===== src/rtl/fb_rect_writer_pkg.sv =====
`default_nettype none
// ============================================================================
//  Module      : fb_rect_writer_pkg
//  Description : Shared framebuffer definitions used by the rectangle writer
//                and the display-side reader: default geometry, bank layout
//                and the writer state encoding.
//  Revision    : 1.0  initial release
// ============================================================================
package fb_rect_writer_pkg;

    // Default framebuffer geometry (1 bit per pixel)
    localparam int c_FB_WIDTH   = 320;
    localparam int c_FB_HEIGHT  = 200;

    // Four 16K x 1 block RAMs; a 16-bit linear address splits as bank/local
    localparam int c_FB_BANKS   = 4;
    localparam int c_FB_BANK_AW = 14;
    localparam int c_FB_LIN_AW  = 16;

    // Command coordinate widths
    localparam int c_FB_X_W     = 9;
    localparam int c_FB_Y_W     = 8;

    // Writer state encoding
    localparam int              c_ST_W     = 2;
    localparam logic [c_ST_W-1:0] c_ST_IDLE  = 2'd0;
    localparam logic [c_ST_W-1:0] c_ST_SETUP = 2'd1;
    localparam logic [c_ST_W-1:0] c_ST_DRAW  = 2'd2;
    localparam logic [c_ST_W-1:0] c_ST_DONE  = 2'd3;

endpackage
`default_nettype wire


===== src/rtl/fb_addr_split.sv =====
`default_nettype none
// ============================================================================
//  Module      : fb_addr_split
//  Description : Splits a 16-bit linear framebuffer address into a one-hot
//                bank enable and a 14-bit bank-local address.
//  Ports       : i_en        - qualifies the bank enable (all zero when low)
//                i_lin       - linear pixel address
//                o_bank_we   - one-hot bank enable
//                o_addr      - bank-local address
//  Revision    : 1.0  initial release
// ============================================================================
module fb_addr_split
    import fb_rect_writer_pkg::*;
(
    input  logic                    i_en,
    input  logic [c_FB_LIN_AW-1:0]  i_lin,
    output logic [c_FB_BANKS-1:0]   o_bank_we,
    output logic [c_FB_BANK_AW-1:0] o_addr
);

    logic [c_FB_LIN_AW-c_FB_BANK_AW-1:0] w_bank;

    assign w_bank = i_lin[c_FB_LIN_AW-1:c_FB_BANK_AW];
    assign o_addr = i_lin[c_FB_BANK_AW-1:0];

    for (genvar b = 0; b < c_FB_BANKS; b++) begin : g_bank
        assign o_bank_we[b] = i_en && (w_bank == 2'(b));
    end

endmodule
`default_nettype wire


===== src/rtl/fb_rect_writer.sv =====
`default_nettype none
// ============================================================================
//  Module      : fb_rect_writer
//  Description : Fills an inclusive rectangle of a 1-bpp framebuffer with a
//                constant colour, one pixel per clock, in raster order.
//  Ports       : clk, reset            - clock, synchronous active-high reset
//                cmd_valid/cmd_ready   - command handshake
//                cmd_x0/x1, cmd_y0/y1  - inclusive rectangle corners
//                cmd_color             - pixel value
//                busy, done            - status; done pulses for one cycle
//                fb_we/fb_addr/fb_din  - registered write port to 4 RAM banks
//  Revision    : 1.0  initial release
// ============================================================================
module fb_rect_writer
    import fb_rect_writer_pkg::*;
#(
    parameter int WIDTH  = c_FB_WIDTH,
    parameter int HEIGHT = c_FB_HEIGHT
)
(
    input  logic                    clk,
    input  logic                    reset,
    input  logic                    cmd_valid,
    output logic                    cmd_ready,
    input  logic [c_FB_X_W-1:0]     cmd_x0,
    input  logic [c_FB_X_W-1:0]     cmd_x1,
    input  logic [c_FB_Y_W-1:0]     cmd_y0,
    input  logic [c_FB_Y_W-1:0]     cmd_y1,
    input  logic                    cmd_color,
    output logic                    busy,
    output logic                    done,
    output logic [c_FB_BANKS-1:0]   fb_we,
    output logic [c_FB_BANK_AW-1:0] fb_addr,
    output logic                    fb_din
);

    localparam logic [c_FB_X_W-1:0]    c_X_MAX    = c_FB_X_W'(WIDTH - 1);
    localparam logic [c_FB_Y_W-1:0]    c_Y_MAX    = c_FB_Y_W'(HEIGHT - 1);
    localparam logic [c_FB_LIN_AW-1:0] c_ROW_STEP = c_FB_LIN_AW'(WIDTH);

    logic [c_ST_W-1:0]       r_state;
    logic [c_ST_W-1:0]       w_state_nxt;

    // Latched command
    logic [c_FB_X_W-1:0]     r_x0;
    logic [c_FB_X_W-1:0]     r_x1;
    logic [c_FB_Y_W-1:0]     r_y0;
    logic [c_FB_Y_W-1:0]     r_y1;
    logic                    r_color;

    // Raster walk
    logic [c_FB_X_W-1:0]     r_x;
    logic [c_FB_Y_W-1:0]     r_y;
    logic [c_FB_LIN_AW-1:0]  r_row_base;
    logic                    r_drain;

    // Registered write port
    logic [c_FB_BANKS-1:0]   r_fb_we;
    logic [c_FB_BANK_AW-1:0] r_fb_addr;
    logic                    r_fb_din;

    logic [c_FB_X_W-1:0]     w_x1_clamp;
    logic [c_FB_Y_W-1:0]     w_y1_clamp;
    logic                    w_empty;
    logic [c_FB_LIN_AW-1:0]  w_row_base0;
    logic                    w_issue;
    logic                    w_last;
    logic [c_FB_LIN_AW-1:0]  w_lin;
    logic [c_FB_BANKS-1:0]   w_bank_we;
    logic [c_FB_BANK_AW-1:0] w_local_addr;

    // Clipping: x0/y0 beyond the last column/row fall out as "x0 > x1c" after
    // clamping, so a single pair of compares covers every empty case.
    assign w_x1_clamp  = (r_x1 > c_X_MAX) ? c_X_MAX : r_x1;
    assign w_y1_clamp  = (r_y1 > c_Y_MAX) ? c_Y_MAX : r_y1;
    assign w_empty     = (r_x0 > w_x1_clamp) || (r_y0 > w_y1_clamp) ||
                         (r_x0 > c_X_MAX)    || (r_y0 > c_Y_MAX);
    assign w_row_base0 = {{(c_FB_LIN_AW-c_FB_Y_W){1'b0}}, r_y0} * c_ROW_STEP;

    // DRAW lasts one cycle longer than the pixel count: the extra (drain)
    // cycle presents the final registered write, so DONE lands right after it.
    assign w_issue = (r_state == c_ST_DRAW) && !r_drain;
    assign w_last  = (r_x == r_x1) && (r_y == r_y1);
    assign w_lin   = r_row_base + {{(c_FB_LIN_AW-c_FB_X_W){1'b0}}, r_x};

    fb_addr_split u_addr_split (
        .i_en      (w_issue),
        .i_lin     (w_lin),
        .o_bank_we (w_bank_we),
        .o_addr    (w_local_addr)
    );

    always_ff @(posedge clk) begin
        if (reset) begin
            r_state <= c_ST_IDLE;
        end else begin
            r_state <= w_state_nxt;
        end
    end

    always_comb begin
        w_state_nxt = r_state;
        case (r_state)
            c_ST_IDLE:  if (cmd_valid) w_state_nxt = c_ST_SETUP;
            c_ST_SETUP: w_state_nxt = w_empty ? c_ST_DONE : c_ST_DRAW;
            c_ST_DRAW:  if (r_drain) w_state_nxt = c_ST_DONE;
            c_ST_DONE:  w_state_nxt = c_ST_IDLE;
            default:    w_state_nxt = c_ST_IDLE;
        endcase
    end

    always_ff @(posedge clk) begin
        if (reset) begin
            r_x0       <= '0;
            r_x1       <= '0;
            r_y0       <= '0;
            r_y1       <= '0;
            r_color    <= 1'b0;
            r_x        <= '0;
            r_y        <= '0;
            r_row_base <= '0;
            r_drain    <= 1'b0;
            r_fb_we    <= '0;
            r_fb_addr  <= '0;
            r_fb_din   <= 1'b0;
        end else begin
            // Bank enable is already gated by w_issue, so idle cycles write 0
            r_fb_we <= w_bank_we;
            case (r_state)
                c_ST_IDLE: begin
                    if (cmd_valid) begin
                        r_x0    <= cmd_x0;
                        r_x1    <= cmd_x1;
                        r_y0    <= cmd_y0;
                        r_y1    <= cmd_y1;
                        r_color <= cmd_color;
                    end
                end
                c_ST_SETUP: begin
                    r_x1       <= w_x1_clamp;
                    r_y1       <= w_y1_clamp;
                    r_row_base <= w_row_base0;
                    r_x        <= r_x0;
                    r_y        <= r_y0;
                    r_drain    <= 1'b0;
                end
                c_ST_DRAW: begin
                    if (w_issue) begin
                        r_fb_addr <= w_local_addr;
                        r_fb_din  <= r_color;
                        if (w_last) begin
                            r_drain <= 1'b1;
                        end else if (r_x == r_x1) begin
                            r_x        <= r_x0;
                            r_y        <= r_y + 1'b1;
                            r_row_base <= r_row_base + c_ROW_STEP;
                        end else begin
                            r_x <= r_x + 1'b1;
                        end
                    end
                end
                default: begin
                end
            endcase
        end
    end

    assign cmd_ready = (r_state == c_ST_IDLE);
    assign busy      = ~cmd_ready;
    assign done      = (r_state == c_ST_DONE);
    assign fb_we     = r_fb_we;
    assign fb_addr   = r_fb_addr;
    assign fb_din    = r_fb_din;

endmodule
`default_nettype wire


===== config.mk =====
export PLATFORM = sky130hd
export DESIGN_NAME = fb_rect_writer
export DESIGN_NICKNAME = d
export VERILOG_FILES = /design/src/rtl/fb_rect_writer_pkg.sv /design/src/rtl/fb_addr_split.sv /design/src/rtl/fb_rect_writer.sv
export SDC_FILE = /design/constraint.sdc
export NUM_CORES = 1
export LEC_CHECK = 0
export BUFFER_PORTS_ARGS = -buffer_cell sky130_fd_sc_hd__buf_2
export CORE_MARGIN = 2
export CORE_UTILIZATION = 30
export CTS_BUF_LIST = sky130_fd_sc_hd__clkbuf_4
export CTS_CLUSTER_DIAMETER = 30
export DETAILED_ROUTE_END_ITERATION = 6
export GPL_TIMING_DRIVEN = 0
export SYNTH_ARGS = -nofsm -noshare
export SYNTH_HDL_FRONTEND = slang
export SYNTH_SLANG_ARGS = --single-unit

===== constraint.sdc =====
create_clock -name clk -period 5.4 [get_ports clk]
set_input_delay 0.54 -clock clk [delete_from_list [all_inputs] [get_ports clk]]
set_output_delay 0.54 -clock clk [all_outputs]
set_load 0.01 [all_outputs]

* After elaboration in Yosys (flattened, before gate mapping)
Index checks and enable logic that the tools add are counted.
Word-level totals: memories 0, memory bits (read-only) 0, bits in registers 90, word-level logic and storage cells 85, bits in latches 0, bits in writable memories 0, input bits 38
Cells by class: add/sub/neg operators 4, shifts and indexed selects 0, reductions and logical operators 21, equal/unequal tests 14, $lt $le $gt $ge 6, bitwise logic cells 1, multiply operators 1, mux-type cells 25, div/mod/pow operators 0
Operators by type and width (count):
- $mux 16 | 3
- $mux 9 | 5
- $mux 8 | 5
- $pmux 9 s2 | 2
- $pmux 16 s2 | 1
- $pmux 8 s2 | 2
- $gt 9x9->1 const B | 2
- $add 16x9->16 | 1
- $add 16x9->16 const B | 1
- $gt 8x8->1 const B | 2
- $mul 8x3->10 const B | 1
- $add 9x1->9 const B | 1
- $eq 9x9->1 | 1
- $gt 9x9->1 | 1
- $add 8x1->8 const B | 1
- $eq 2x2->1 const B | 4
- $eq 8x8->1 | 1
- $gt 8x8->1 | 1
- $ne 2x2->1 const B | 4
- $pmux 2 s4 | 1
- $reduce_and 2->1 | 4
- $logic_and 1x1->1 | 6
- $reduce_and 3->1 | 2
- $eq 2x1->1 const B | 2
- other kinds (10) | 18

* Depth between registers and ports, before layout
Gate-level depths: netlist of run 1.
word-level depth 8, mapped depth 10, depth with buffers taken out 10

* Modules after synthesis
Synthesis of run 1 repeated with hierarchy kept, for this count alone.
Second synthesis, totals: cells, all modules 629, area, all modules 5029.8 um^2
By module, submodules not included:
- fb_rect_writer | area an instance 4887.2 um^2, sequential area each 1681.6 um^2, instances 1, cells each 611
- fb_addr_split | area an instance 142.6 um^2, sequential area each 0.0 um^2, instances 1, cells each 18

* Worst setup path before layout of run 1
OpenSTA, ideal clock, no wires.
path kind reg2reg, start register r_y0[3], end register r_row_base[15], cell stages (with the launch flop) 10, data arrival time 2.078 ns, slack 3.247 ns, required time 5.326 ns, buffers on the path 0, library setup time 0.074 ns, cells stage by stage dfxtp_1 -> ha_1 -> ha_1 -> fa_1 -> a211oi_1 -> o21bai_1 -> a21oi_1 -> xnor2_1 -> nand2_1 -> a31oi_1
On the way: cells in the longest elaborated chain, start to end 2
RTL lines:
- start, declared | RTL line fb_rect_writer.sv:47 | logic [c_FB_Y_W-1:0] r_y0;
- start signal, assigned | RTL line fb_rect_writer.sv:134 | r_y0 <= cmd_y0;
- $mul 8x3->10 | RTL line fb_rect_writer.sv:78 | assign w_row_base0 = {{(c_FB_LIN_AW-c_FB_Y_W){1'b0}}, r_y0} * c_ROW_STEP;
- $pmux 16 s2 | RTL line fb_rect_writer.sv:129 | case (r_state)
- end signal, assigned | RTL line fb_rect_writer.sv:142 | r_row_base <= w_row_base0;
- end signal, assigned | RTL line fb_rect_writer.sv:156 | r_row_base <= r_row_base + c_ROW_STEP;
- end, declared | RTL line fb_rect_writer.sv:54 | logic [c_FB_LIN_AW-1:0] r_row_base;
No other way between the ends. A chain may end at the register's enable or synchronous reset.

* Worst setup path in the final report of run 1
Ends and elaborated chain as after synthesis.

==> results of run 1 <==
report_power, final:
part | internal (uW) | switching [uW] | total (uW)
Clock | 142 | 231 | 373
Combinational | 460 | 722 | 1180
Sequential | 731 | 144 | 875
Total | 1330 | 1100 | 2430
cell usage after synthesis (8+ instances only):
master	number	area share (%)
a211oi_1	8	1.2
a21oi_1	81	8.3
clkbuf_1	22	1.7
dfxtp_1	84	34
ha_1	39	9.9
inv_1	20	1.5
nand2_1	106	8.1
nor2_1	36	2.8
nor2b_1	8	1.0
nor3_1	26	2.7
o21ai_0	15	1.5
o221a_2	10	2.3
xnor2_1	16	2.9
xor2_1	11	2.0
registers in the layout, indices dropped and copies added (netlist names), 2 cells and up:
signal and flops:
fb_addr 14, r_row_base 10, r_x0 9, r_x1 9, r_x 9, r_y0 8
r_y1 8, r_y 8, fb_we 4, r_state 2
layout by cell type (no fill, tap or decap), types with 3 or more instances in the layout:
master,n
nand2_1,106
dfxtp_1,84
a21oi_1,81
buf_2,63
ha_1,39
nor2_1,36
nor3_1,26
clkbuf_1,22
inv_1,20
xnor2_1,16
o21ai_0,15
xor2_1,11
o221a_2,10
clkbuf_4,10
nor2b_1,8
a211oi_1,8
nand2b_1,7
o32ai_1,7
a21o_1,6
o22ai_1,6
nand3_1,6
o32ai_2,6
a31oi_1,5
o21ai_1,5
or2_2,4
or3_1,4
buf_1,3
a22oi_1,3
mux2i_1,3
o211ai_1,3
nand4_1,3
nor4_1,3
clkinv_1,3
how the worst max path moves through the flow:
| stage | from | endpoint | slack, ns | depth (start not counted) |
|---|---|---|---|---|
| floorplan | r_y0[3] | r_row_base[15] | 3.25 | 9 |
| global placement | r_y0[3] | r_row_base[15] | 2.89 | 9 |
| detailed placement | r_y0[3] | r_row_base[15] | 2.92 | 9 |
| CTS | r_y0[3] | r_row_base[15] | 2.87 | 9 |
| global route | r_y0[3] | r_row_base[15] | 2.66 | 9 |
| finish | r_y0[3] | r_row_base[15] | 2.85 | 9 |
worst register-to-register path, delay by kind of cell (launching register included):
family	cells	cell delay (ns)
adders and majority gates	3	0.96
AOI/OAI and AO/OA	4	0.76
DFF	1	0.51
xor gates and xnor gates	1	0.16
and+or+nand+nor	1	0.11
kinds of logic after synthesis:
kind of cell | Yosys count | synth area share (%)
AOI/OAI and AO/OA | 171 | 23.62
xor gates and xnor gates | 29 | 5.485
adders and majority gates | 40 | 10.36
buffers and inverters | 51 | 4.158
DFF | 84 | 34.29
muxes | 4 | 0.8418
and+or+nand+nor | 221 | 21.25
stage by stage:
step	hold WS (ns)	utilization, %	area, um^2	worst slack (ns)
global placement	0.4409	34.31	5470	2.890
detailed placement	0.4448	34.31	5470	2.919
CTS	0.2564	35.13	5600	2.870
finish	0.2785	35.14	5603	2.848
global route	0.2539	35.14	5603	2.662
floorplan	0.4321	-	4905	3.247
per-layer routing:
layer / global-route usage (%) / up-vias / wire length (um)
li1: - / 2286 / -
met1: 22.73 / 2091 / 7010
met5: 0 / - / 0
met2: 23.81 / 119 / 5824
met3: 3.614 / 14 / 637
met4: 3.684 / 0 / 150
cell type report:
| class | instances | area (um^2) |
|---|---|---|
| Inverter | 20 | 75.07 |
| Antenna cell | 1 | 2.502 |
| Buffer | 31 | 128.9 |
| Clock buffer | 10 | 75.07 |
| Clock inverter | 6 | 55.05 |
| Tap cell | 216 | 270.3 |
| Multi-Input combinational cell | 465 | 3019 |
| Timing Repair Buffer | 59 | 295.3 |
| Fill cell | 1751 | 10340 |
| Sequential cell | 84 | 1682 |
==> reports/results.txt, run 1 <==
CTS Buffer Depth -> 2
Layout Nets -> 748
DRT iter0 DRCs -> 319
CP dominant cell by count -> ha_1
P_leak -> 0.002169 uW
Worst Max-Slew Pin Slew -> 0.7119 ns
global-route wire length before repair -> 21920 um
worst rel slew slack -> 52.54%
Hold Crit Class -> in2reg
layout cell share with drive strength beyond 1 -> 16.59%
Final Cycle Share -> 47.27%
EDFF count, synth -> 0
critical-path cell list -> ha_1 -> ha_1 -> fa_1 -> a211oi_1 -> o21bai_1 -> a21oi_1 -> xnor2_1 -> nand2_1 -> a31oi_1
Critical Path Fanout Max -> 6
slowest cell on the critical path -> dfxtp_1
Fmax -> 391.8 MHz
Overall Global Routing Usage -> 15.78%
Core ar. -> 15940 um^2
outcome -> finished, final reports clean
DRC violations left -> 0
IO Port Bufs -> 59
final count of hold timing violations -> 0
area grow syn2layout -> 14.23%
FP Rows -> 46
Worst EP required -> 5.80 ns
Max-Cap Viols -> 0
Hold Path Origin -> cmd_y1[6]
Final GP Congestion -> 0.8221
Yosys cell types -> 63
number of synthesis warnings -> 0
cells on worst reg2reg path -> 9
final setup vio count -> 0
Seq cells post-synth -> 84
ys flop type -> dfxtp_1
non-filler cells in the finished layout -> 892
die area -> 17390 um^2
clk sinks -> 84
vias per cell -> 5.056
Mapped Cells -> 600
wire per inst -> 15.27 um
syn nets -> 678
CP Capture Type -> flop
FFs w/ async S/R, synth -> 0%
worst reg2reg startpoint -> r_y0[3]
CTS tree -> built
GRT Residual Overflow -> 0
Initial Util -> 30.76%
hold endpoint -> r_y1[6]
Synth Cell Area -> 4905 um^2
Power Total -> 2431 uW
CP Class -> reg2reg
final worst clock skew -> 0.01921 ns
post-layout min period -> 2.552 ns
DRT Wirelength -> 13620 um
largest net degree at the start of global routing -> 14
Die X -> 131.9 um
root buffer cell -> clkbuf_4
RSZ-0062 raised after global routing -> no
Die Ht -> 131.9 um
vias in the first global route -> 4149
sequential fraction of the synthesis area -> 34.29%
clk_lat worst skew -> 0.48 ns
Post-DRT Antenna Nets -> 0
CP bufs+invs -> 0
Worst IR Drop VDD -> 0.2136 mV
CP Launch Type -> flop
Final TNS setup -> 0 ns
post-CTS sizing -> 0
Post-CTS Hold Buffers -> 0
count of pins over their slew limit -> 0
dpl cells -> 875
Pwr Density -> 433.8 nW/um^2
average cell area after synthesis -> 8.175 um^2
Critical Path AT -> 2.95 ns
DR pass1 iterations -> 5
Reg clk slew, reported paths -> 0.14 ns
initial antenna violation count -> 1
H-tree levels -> 3
CTS Buf Count -> 9
R2R setup slack -> 2.85 ns
via count -> 4510
Post-CTS Setup Inserts -> 0
Boundary Pins -> 60
Worst path top cell family by delay -> adder cells
dpl hpwl -> 10400 um
Largest stage delay, worst path -> 0.51 ns
Reg-to-Reg End -> r_row_base[15]
Hold Path Stages -> 3
No activity file was read; power rests on OpenSTA's default activity.
==> run 2, diff against run 1 <==
==> constraint.sdc (replaced) <==
create_clock -name clk -period 2.37 [get_ports clk]
set_input_delay 0.237 -clock clk [delete_from_list [all_inputs] [get_ports clk]]
set_output_delay 0.237 -clock clk [all_outputs]
set_load 0.01 [all_outputs]
==> run 2 against run 1 <==
- register-to-register slack lost 2.7 ns
- sequential cell count is the same
- global-route usage grew 0.24 points
- cell area grew 6.0%
- combinational power grew 130%
- final cell count grew 3.5%
- clock skew shrank 0.0011 ns
- critical endpoint unchanged
- sequential power grew 130%
==> reports/results.txt, run 2 (synthesis results as in run 1) <==
outcome -> finished, final reports clean
Final TNS setup -> 0 ns
RSZ-0062 raised after global routing -> yes
CP bufs+invs -> 0
R2R setup slack -> 0.12 ns
vias per cell -> 5.060
Hold Crit Class -> in2reg
GRT Residual Overflow -> 0
Die X -> 131.9 um
slowest cell on the critical path -> dfxtp_4
DRC violations left -> 0
CTS Buffer Depth -> 2
CP Class -> reg2reg
CP Capture Type -> flop
die area -> 17390 um^2
DRT iter0 DRCs -> 271
vias in the first global route -> 4249
Core ar. -> 15940 um^2
Power Total -> 5595 uW
dpl hpwl -> 10400 um
Fmax -> 444.5 MHz
CTS Buf Count -> 9
critical-path cell list -> ha_1 -> ha_1 -> fa_2 -> a211oi_2 -> o21bai_1 -> a21oi_2 -> xnor2_1 -> nand2_1 -> a31oi_1
clk_lat worst skew -> 0.47 ns
Final GP Congestion -> 0.8221
via count -> 4670
Placed Area -> 5470 um^2
CTS tree -> built
fillers -> 1724
Max-Cap Viols -> 0
final setup vio count -> 0
post-layout min period -> 2.250 ns
max reg flops -> 14
Reg clk slew, reported paths -> 0.14 ns
layout cell share with drive strength beyond 1 -> 17.56%
Critical Path Fanout Max -> 6
Post-DRT Antenna Nets -> 0
CP Launch Type -> flop
H-tree levels -> 3
Die Ht -> 131.9 um
Final Cycle Share -> 94.93%
initial antenna violation count -> 1
post-route cell area -> 5939 um^2
global-route wire length before repair -> 22310 um
root buffer cell -> clkbuf_4
worst rel slew slack -> 52.59%
DRT Wirelength -> 13870 um
IO Port Bufs -> 59
commonest non-fill, non-tap cells in the layout -> nand2_1, dfxtp_1, a21oi_1, buf_2, ha_1
Worst IR Drop VDD -> 0.4872 mV
FP Rows -> 46
Pwr Density -> 942.1 nW/um^2
Initial Util -> 30.76%
area grow syn2layout -> 21.10%
DR pass1 iterations -> 7
Post-CTS Setup Inserts -> 0
clk sinks -> 84
most common cell after layout, fill and taps aside -> nand2_1
wire per inst -> 15.03 um
Worst EP required -> 2.77 ns
Worst Max-Slew Pin Slew -> 0.7111 ns
count of pins over their slew limit -> 0
largest net degree at the start of global routing -> 14
Largest stage delay, worst path -> 0.40 ns
Overall Global Routing Usage -> 16.02%
Critical Path AT -> 2.64 ns
Boundary Pins -> 60
final worst clock skew -> 0.01809 ns
P_leak -> 0.002311 uW
CP dominant cell by count -> ha_1
Core Util, Final -> 37.25%
Worst path top cell family by delay -> adder cells
Layout Nets -> 779
final count of hold timing violations -> 0
## run 2: cell types whose count changed in the layout (fill, tap and decap cells not counted), moves of 2 or more
cell	delta
a21oi_2	+2
dlygate4sd3_1	+31
a21oi_1	-2
clkbuf_1	-4
dfxtp_1	-3
dfxtp_2	+2
clkbuf_2	+4
## run 2: metal layers
layer	wire [um]	GRT usage [%]	vias up
met5	0	0	-
met4	176	4.227	0
met3	745	3.652	15
met2	5966	24.31	147
met1	6982	22.80	2152
li1	-	-	2356
## run 2: through the flow
step	std cells	hold WS [ns]	worst slack, ns
after floorplan	600	0.3730	0.2171
after global placement	875	0.4409	-0.1401
after detailed placement	875	0.4448	-0.1111
after CTS	921	0.001510	0.01619
after global routing	923	0.01987	-0.004855
final	923	0.04858	0.1202
## run 2: worst paths after layout
path	startpoint	endpoint	cells after the start
min	cmd_y1[1]	r_y1[1]	2
max	r_y0[3]	r_row_base[15]	9
max reg2reg	r_y0[3]	r_row_base[15]	9
min reg2reg	fb_addr[8]	fb_addr[8]	2
## run 2: final cells by class
| class | count | area (um^2) | share of cell area (%) |
|---|---|---|---|
| multi-input cells | 465 | 3034 | 51.08 |
| diodes | 1 | 2.502 | 0.04213 |
| clock buffers | 10 | 75.07 | 1.264 |
| clock inverters | 6 | 55.05 | 0.9269 |
| inverters | 20 | 75.07 | 1.264 |
| flip-flops and latches | 84 | 1688 | 28.42 |
| repair buffers | 90 | 605.6 | 10.20 |
| plain buffers | 31 | 133.9 | 2.254 |
| well taps | 216 | 270.3 | 4.550 |
## run 2: power breakdown
part	leakage (uW)	switching, uW	internal (uW)	total (uW)
registers	0.000686	330	1670	2000
logic	0.00155	1660	1090	2750
clock network	0.0000729	522	324	845
total	0.00231	2510	3080	5600
## run 2: timing repair
item | in CTS | in global routing
setup endpoints to repair | 9 | 18
endpoints found under the hold margin | 30 | 1
resized for setup | 4 | 12
hold buffers | 30 | 1
pin swaps | 0 | 1
==> run 3, diff against run 2 <==
--- a/config.mk
+++ b/config.mk
@@ -8,7 +8,7 @@
 export BUFFER_PORTS_ARGS = -buffer_cell sky130_fd_sc_hd__buf_2
 export CORE_MARGIN = 2
 export CORE_UTILIZATION = 30
-export CTS_BUF_LIST = sky130_fd_sc_hd__clkbuf_4
+export CTS_BUF_LIST = sky130_fd_sc_hd__clkbuf_4 sky130_fd_sc_hd__clkbuf_8
 export CTS_CLUSTER_DIAMETER = 30
 export DETAILED_ROUTE_END_ITERATION = 6
 export GPL_TIMING_DRIVEN = 0
==> run 3 against run 2 <==
- core utilization decreased by 1.5 points
- global-route usage decreased by 0.15 points
- via count decreased by 3.5%
- clock skew decreased by 0.0056 ns
- sequential share of layout area increased by 1.2 points
- first-iteration DRC count increased by 11%
- sequential cell count unchanged
- worst setup slack improved by 0.019 ns
- critical endpoint unchanged
- power increased by 4.2%
- die area unchanged
- combinational power decreased by 1%
- routed wire length decreased by 1.3%
==> reports/results.txt, run 3 (synthesis results as in run 1) <==
clock share of power -> 19.3%
worst rel slew slack -> 51.76%
max reg flops -> 14
CTS Buffer Depth -> 2
largest net degree at the start of global routing -> 14
Fmax -> 448.2 MHz
Reg clk slew, reported paths -> 0.09 ns
dpl cells -> 875
Largest stage delay, worst path -> 0.38 ns
Die X -> 131.9 um
Post-CTS Setup Inserts -> 0
outcome -> finished, final reports clean
non-filler cells in the finished layout -> 891
Critical Path AT -> 2.53 ns
Post-CTS Hold Buffers -> 0
commonest non-fill, non-tap cells in the layout -> nand2_1, dfxtp_1, a21oi_1, buf_2, ha_1
Worst IR Drop VDD -> 0.4874 mV
wire per inst -> 15.37 um
via count -> 4506
DR pass1 iterations -> 5
H-tree levels -> 3
die area -> 17390 um^2
IO Port Bufs -> 59
Worst Max-Slew Pin Slew -> 0.7237 ns
CTS tree -> built
GRT Residual Overflow -> 0
Pwr Density -> 1021 nW/um^2
CP Capture Type -> flop
diode count -> 0
initial antenna violation count -> 0
clk_lat worst skew -> 0.38 ns
count of pins over their slew limit -> 0
CP dominant cell by count -> ha_1
layout cell share with drive strength beyond 1 -> 18.52%
Hold Crit Class -> in2reg
Worst EP required -> 2.67 ns
DRC violations left -> 0
Reg power frac -> 34.3%
CP Launch Type -> flop
slowest cell on the critical path -> dfxtp_4
hold_ws -> 0.07995 ns
critical-path cell list -> ha_1 -> ha_1 -> fa_2 -> a211oi_2 -> o21bai_1 -> a21oi_2 -> xnor2_1 -> nand2_1 -> a31oi_1
Max-Cap Viols -> 0
CP Class -> reg2reg
final setup vio count -> 0
Final GP Congestion -> 0.8221
CP bufs+invs -> 0
clk sinks -> 84
CTS Buf Count -> 9
fillers -> 1729
post-layout min period -> 2.231 ns
global-route wire length before repair -> 22000 um
final worst clock skew -> 0.01245 ns
Core ar. -> 15940 um^2
Overall Global Routing Usage -> 15.87%
Post-DRT Antenna Nets -> 0
P_leak -> 0.002219 uW
Die Ht -> 131.9 um
vias per cell -> 5.057
most common cell after layout, fill and taps aside -> nand2_1
Psw -> 2520 uW
DRT iter0 DRCs -> 301
Gate power share -> 46.5%
DRT Wirelength -> 13690 um
Critical Path Fanout Max -> 6
RSZ-0062 raised after global routing -> no
Initial Util -> 30.76%
root buffer cell -> clkbuf_8
area grow syn2layout -> 16.38%
final count of hold timing violations -> 0
Layout Nets -> 748
dpl hpwl -> 10400 um
vias in the first global route -> 4189
Sw Ratio -> 43.24%
internal power -> 3308 uW
FP Rows -> 46
Worst path top cell family by delay -> adder cells
Final Cycle Share -> 94.13%
Boundary Pins -> 60
run 3: cell type report:
type                    instances  area (um^2)  area share [%]
plain buffers                  31        132.6           2.324
clock buffers                  13        172.7           3.025
clock inverters                 3        43.79          0.7672
inverters                      20        75.07           1.315
multi-input cells             465         3030           53.09
flip-flops and latches         84         1688           29.57
well taps                     216        270.3           4.735
repair buffers                 59        295.3           5.173
run 3: what timing repair did:
| item | in CTS | in global routing |
|---|---|---|
| cloned | 0 | 0 |
| endpoints found under the setup margin | 4 | 14 |
| gates resized for setup | 4 | 9 |
| pin swaps | 0 | 1 |
run 3: tightest hold or removal path: stages:
cell     delay [ns]
buf_2          0.09
nand2_1        0.04
a21oi_1        0.05
run 3: path summary, 6_finish.rpt:
kind	to	from	cells past startpoint	slack (ns)
min	r_y0[3]	cmd_y0[3]	3	0.08
max	r_row_base[15]	r_y0[3]	9	0.14
max reg2reg	r_row_base[15]	r_y0[3]	9	0.14
min reg2reg	fb_addr[8]	fb_addr[8]	2	0.45
run 3: per-stage QoR:
| stage | worst slack [ns] | utilization, % | total power (uW) | setup TNS [ns] | instance area, um^2 |
|---|---|---|---|---|---|
| final | 0.1391 | 35.80 | 5828 | 0 | 5708 |
| after global routing | 0.0003473 | 35.80 | 6288 | 0 | 5708 |
| after CTS | 0.02862 | 35.72 | 5840 | 0 | 5695 |
| after detailed placement | -0.1111 | 34.31 | 4702 | -0.1111 | 5470 |
| after global placement | -0.1401 | 34.31 | 4684 | -0.1598 | 5470 |
| after floorplan | 0.2171 | - | 3975 | 0 | 4905 |
run 3: power groups by stage:
stage	clock network (uW)	logic (uW)	registers, uW
detailed placement	0	2680	2020
global placement	0	2670	2020
CTS	1150	2700	1990
floorplan	0	2060	1920
global route	1210	3050	2030
finish	1120	2710	2000
run 3: per-layer routing:
metal  global-route usage, %  routed length (um)
met2                   23.99                5874
met5                       0                   0
met1                   22.70                6922
met3                   3.729                 759
met4                   3.865                 135
